[src/rtl/bcd_low_digits.sv]
// Back-end of the binary-to-BCD pipeline: extracts hundreds, tens and units
// from the thousands-stage remainder in three registered sub-stages.
module bcd_low_digits (
    input  logic        clk,
    input  logic        rst_n,
    input  logic        bin_vld_in,
    input  logic [9:0]  bin_in,
    input  logic [16:0] bcd_in,
    output logic [16:0] bcd_out,
    output logic        bcd_vld,
    output logic        range_err,
    output logic [15:0] res_cnt
);

    logic        v1, v2, v3;
    logic [9:0]  rem1_q;
    logic [3:0]  rem2_q;
    logic [16:0] bcd1_q, bcd2_q, bcd3_q;

    logic        oor;
    logic [3:0]  h_d, t_d;
    logic [9:0]  rem1_d;
    logic [3:0]  rem2_d;

    // Hundreds: priority select over parallel compares; out-of-range saturates to 999.
    always_comb begin
        oor    = (bin_in >= 10'd1000);
        h_d    = 4'd0;
        rem1_d = bin_in;
        for (int k = 1; k <= 9; k++) begin
            if (bin_in >= 10'(100 * k)) begin
                h_d    = 4'(k);
                rem1_d = bin_in - 10'(100 * k);
            end
        end
        if (oor) begin
            h_d    = 4'd9;
            rem1_d = 10'd99;
        end
    end

    // Tens: the leftover after the tens digit is always below 10, so 4 bits hold it.
    always_comb begin
        t_d    = 4'd0;
        rem2_d = rem1_q[3:0];
        for (int k = 1; k <= 9; k++) begin
            if (rem1_q >= 10'(10 * k)) begin
                t_d    = 4'(k);
                rem2_d = 4'(rem1_q - 10'(10 * k));
            end
        end
    end

    always_ff @(posedge clk or negedge rst_n) begin
        if (!rst_n) begin
            v1        <= 1'b0;
            v2        <= 1'b0;
            v3        <= 1'b0;
            rem1_q    <= '0;
            rem2_q    <= '0;
            bcd1_q    <= '0;
            bcd2_q    <= '0;
            bcd3_q    <= '0;
            bcd_out   <= '0;
            bcd_vld   <= 1'b0;
            range_err <= 1'b0;
            res_cnt   <= '0;
        end else begin
            v1     <= bin_vld_in;
            rem1_q <= rem1_d;
            bcd1_q <= bcd_in | {5'b0, h_d, 8'b0};

            v2     <= v1;
            rem2_q <= rem2_d;
            bcd2_q <= bcd1_q | {9'b0, t_d, 4'b0};

            v3     <= v2;
            bcd3_q <= bcd2_q | {13'b0, rem2_q};

            bcd_vld <= v3;
            if (v3) begin
                bcd_out <= bcd3_q;
                res_cnt <= res_cnt + 16'd1;
            end

            if (bin_vld_in && oor)
                range_err <= 1'b1;
        end
    end

endmodule

[config.mk]
export PLATFORM = sky130hd
export DESIGN_NAME = bcd_low_digits
export DESIGN_NICKNAME = d
export VERILOG_FILES = /design/src/rtl/bcd_low_digits.sv
export SDC_FILE = /design/constraint.sdc
export NUM_CORES = 1
export LEC_CHECK = 0
export CELL_PAD_IN_SITES_DETAIL_PLACEMENT = 1
export CELL_PAD_IN_SITES_GLOBAL_PLACEMENT = 1
export CORE_ASPECT_RATIO = 0.8
export CORE_MARGIN = 2
export CORE_UTILIZATION = 46
export CTS_BUF_LIST = sky130_fd_sc_hd__clkbuf_4
export DETAILED_ROUTE_END_ITERATION = 10
export GPL_ROUTABILITY_DRIVEN = 1
export PLACE_DENSITY = 0.89
export SYNTH_ARGS = -nofsm -noshare
export SYNTH_HDL_FRONTEND = slang
export SYNTH_SLANG_ARGS = --single-unit
[constraint.sdc]
create_clock -name clk -period 2.85 [get_ports clk]
set_input_delay 0.57 -clock clk [delete_from_list [all_inputs] [get_ports clk]]
set_output_delay 0.57 -clock clk [all_outputs]
set_load 0.05 [all_outputs]
### Yosys cells after proc, flatten, opt, wreduce, memory -nomap -nowiden

Cells that the tools add are included.
W data, S select, Z words.

* bits in registers: 103
* input port bits: 30
* logic and storage cells: 92
* output and inout bits: 35

* mux-type cells: 38
* magnitude comparators: 19
* reduce and logical (&&, ||, !) cells: 1
* $add $sub $neg: 19
* bitwise logic cells: 3

Operators with widths (count)
* $mux W10: 10
* $mux W4: 25
* $ge A10 B10 Y1 const B: 5
* $ge A10 B7 Y1 const B: 4
* $sub A10 B10 Y10 const B: 4
* $ge A10 B6 Y1 const B: 3
* $ge A10 B9 Y1 const B: 3
* $sub A10 B9 Y10 const B: 3
* $ge A10 B5 Y1 const B: 2
* $sub A4 B4 Y4 const B: 5
* $or A17 B12 Y17: 1
* $or A17 B4 Y17: 1
* $or A17 B8 Y17: 1
* $add A16 B1 Y16 const B: 1
* $ge A10 B4 Y1 const B: 1
* $ge A10 B8 Y1 const B: 1
* $sub A10 B7 Y10 const B: 1
* $sub A10 B8 Y10 const B: 1
* $sub A4 B3 Y4 const B: 2
* $sub A4 B1 Y4 const B: 1
* $sub A4 B2 Y4 const B: 1
* $mux W1: 2
* $mux W2: 1
* $logic_and A1 B1 Y1: 1

### Logic depth before layout (Yosys ltp)

* depth in word-level cells: 12
* mapped depth: 10
* mapped depth without buffers: 8

### Worst setup path before layout

OpenSTA, ideal clock, no wires.

* path kind: input-to-reg
* start point: input bin_in[4]
* end point: register rem1_q[5]
* required time: 2725 ps
* stages: 9
* setup time: 125 ps
* buffers on the path: 1
* arrival: 2723 ps
* path slack: 1 ps
* cells stage by stage: clkbuf_1 inv_1 ha_1 a21boi_0 o22a_2 nand2_1 o311ai_0 a31oi_1 a2111oi_0

* longest elaborated chain between the ends: 11
* elaborated cells on any way between the ends: 29
* classes of those cells: 9 x add/sub; 10 x order compare; 10 x mux

Ends and longest elaborated chain
* start: declaration: RTL line 7 `input logic [9:0] bin_in,`
* $sub A10 B7 Y10 / $ge A10 B7 Y1 (equally long branches): RTL line 33, 31
* $mux W10 (9 in series): RTL line 31 `if (bin_in >= 10'(100 * k)) begin`
* $mux W10 *: RTL line 36 `if (oor) begin`
* named net rem1_d[5]: RTL line 22 `logic [9:0] rem1_d;`
* end signal: assignment: RTL line 70 `rem1_q <= rem1_d;`
* end: declaration: RTL line 16 `logic [9:0] rem1_q;`

Mark *: on every way through the listed nets, which the timed path passes. The rest lies on a longest branch.
A chain may end at the register's enable or synchronous reset.

### Worst setup path in the final report

* start point: input bin_in[6]
* end point: register rem1_q[6]

Same word-level chain as after synthesis.

==> results.cfg <==
[worst_setup_path]
reg2reg_depth = 8
worstSetupEndpointType = register
crit_start = bin_in[6]
arrival_ns = 3.23
reg2reg_from = rem1_q[2]
endpoint = rem1_q[6]
worst_setup_path_start_kind = primary input
worstPathRequired_ns = 3.23
crit_type = in2reg
crit_fanout = 6
r2r_slack_ns = 0.21
r2r-end = rem2_q[1]

[layout]
drive_above_1_share_pct = 26.8
mostFrequentLayoutCells = 122 x buf_4, 103 x dfrtp_1, 63 x clkdlybuf4s50_1
final_nets = 768
final_area_mm2 = 0.00741
areaGrowthSynthToFinish_pct = 32.8
antenna_cells = 0
fin_cells = 861
layout_commonest_cell = buf_4

[floorplan]
fp.dieW_um = 127
die_h_um = 102
rows = 35
initial_core_util_pct = 47.9
dieArea_mm2 = 0.0130
core_area_mm2 = 0.0116
pin_count = 65

[timing]
slew_headroom_pct = 49.5
layout_setup_ws_ns = -0.00644
period_needed_ns = 2.86
setup-tns-final_ns = -0.00644
period_share_pct = 100
finalMaxSlewViolations = 0
max_slew.worst_pin.slew_ns = 0.750
finalHoldViolCount = 0
skew_ns = 0.0251
setup_viol = 1
max_freq_ghz = 0.350

[grt]
busiest_layer = met2
use_met3_pct = 7.64
met1_usage_pct = 43.7
grt_pass1_wl_mm = 32.7
grt_pass1_vias = 5721
grt_util_met2_pct = 55.5
grtUsageTotal_pct = 33.7
gr-total-overflow = 0
antenna_found_initial = 0
grt_max_degree = 46

[route]
wl_per_cell_um = 24.7
viasPerCell = 6.28
first_pass_iters = 5
route.detailed.drc = 0
drt_iter0_drc = 468
routed_wl_mm = 21.3
ant_nets = 0
vias = 5410

[synth]
synth_edf_count = 0
synth_area_per_cell_um2 = 10.4
synthCells = 536
synth_area_mm2 = 0.00558
syn-num-nets = 596
async_flop_share_pct = 100
ys_ff_latch = 103
synth_ff_type = dfrtp_1
yosysWarnings = 0
synth.distinct_cells = 72
ys_seq_area_share_pct = 46.2

[place]
dp_hpwl_mm = 16.4
placed_area_mm2 = 0.00720
port_buffers = 64
pre_cts_slack_ns = -0.439
place.gp.congestion = 0.992
placedCellCount = 844

[power]
combinationalPowerShare_pct = 33.9
p_sw_mw = 1.52
ir_drop_v = 0.000501
internal-power_mw = 2.53
power.share.switching_pct = 37.6
power.density_mw_per_mm2 = 547
leakagePower_nw = 3.26
total_power_mw = 4.05
p_seq_share_pct = 44.0
p_clk_share_pct = 22.0

[min_path]
hp-class = in2async

[clocking]
cts_buffer_depth = 2
clk_latency_ns = 0.48
cts_buffers = 9
cts_root_buf = clkbuf_4
cts_tree = done
clk_pin_slew_worst_paths_ns = 0.18
clock_sinks = 103
htreeDepth = 3

[job]
maxCapViolations = 0

[outcome]
failed_checks = setup timing
status = complete, but fails checks
[synth_stat cells (all sizes together) (3+ instances only)]
cell type  instances  area share [%]
a2111oi            6            0.94
a211oi             8             1.2
a21boi             3            0.40
a21o              11             1.5
a21oi             27             2.6
a22oi              3            0.40
a31o               3            0.47
a31oi             11             1.2
and2               3            0.34
and3               4            0.45
buf               10             1.2
clkbuf            15             1.0
dfrtp            103              46
ha                30             6.7
inv               23             1.5
mux2              19             3.8
mux2i              4            0.72
nand2             31             2.1
nand2b            10             1.1
nand3             21             1.9
nand4              8            0.90
nor2              24             1.7
nor2b              3            0.34
nor3              14             1.3
nor3b              3            0.40
o211a              4            0.72
o211ai            10             1.3
o21a               4            0.54
o21ai             22             2.0
o221ai             5            0.79
o22ai              5            0.56
o311ai             3            0.47
o31a               4            0.63
o31ai              5            0.67
or2                9             1.0
or3                6            0.67
or3b               4            0.63
or4                3            0.40
xnor2             15             2.4
xor2               8             1.3
[worst max-delay path, stage by stage]
cell and delay [ns]:
clkdlybuf4s50_1 0.49, buf_4 0.18, inv_1 0.08, ha_1 0.18, nand2_2 0.10, o41ai_4 0.66, nor2_2 0.20, a31oi_2 0.28
o211ai_1 0.12, or3b_1 0.35
[metal layers]
metal / wire length (um) / part of all wire (%)
met1: 8920 / 42
met5: 0 / 0
met4: 797 / 3.7
met2: 9820 / 46
met3: 1750 / 8.2
[power by group through the flow]
stage,registers (mW),logic (mW),clock network [mW]
after floorplan,2.01,0.500,0
after global placement,1.78,1.25,0
after detailed placement,1.80,1.31,0
after CTS,1.78,1.34,0.903
after global routing,1.80,1.44,0.953
final,1.78,1.37,0.892
[sequential cells by signal (all words and copies together), names as in the netlist]
name,count
bcd_out,17
range_err,1
bcd1_q,17
res_cnt,16
v1,1
v3,1
bcd2_q,17
bcd3_q,17
rem1_q,10
bcd_vld,1
rem2_q,4
v2,1
[through the flow]
stage	util (%)	hold slack, ns
5_1_grt	63.6	0.0655
6_report	63.6	0.0579
3_3_place_gp	61.8	0.332
4_1_cts	63.2	0.0593
3_5_place_dp	61.8	0.337
2_1_floorplan	-	0.274
[layout make-up]
cell class	instances	area, um2
multi-input combinational	384	2820
clock inverter	7	101
timing repair buffer	186	1570
clock buffer	9	67.6
fill	1280	4240
tap	148	185
sequential	103	2580
inverter	24	90.1
[worst min-delay path by stage]
stage	slack, ns	startpoint	end	cells past startpoint
detailed placement	0.34	bcd2_q[9]	bcd3_q[9]	0
finish	0.06	rst_n	bcd1_q[10]	1
floorplan	0.27	rst_n	bcd1_q[0]	0
global route	0.07	rst_n	res_cnt[0]	1
CTS	0.06	rst_n	bcd_out[12]	1
global placement	0.33	bcd2_q[12]	bcd3_q[12]	0
[kinds of logic (layout without fill, tap and decap cells)]
family / Yosys count / count (layout) / share of synthesized area, %
and+or+nand+nor: 151 / 151 / 14.5
xor gates and xnor gates: 23 / 23 / 3.61
DFF: 103 / 103 / 46.2
AOI/OAI and AO/OA: 157 / 157 / 20.6
buffers and inverters: 49 / 226 / 3.84
muxes: 23 / 23 / 4.55
adders and majority gates: 30 / 30 / 6.73
[what timing repair did]
action,CTS,global route
hold buffers,0,0
endpoints found under the setup margin,0,6
resized for setup,0,11
setup buffers,0,1
Power figures use the tool's default switching activity.
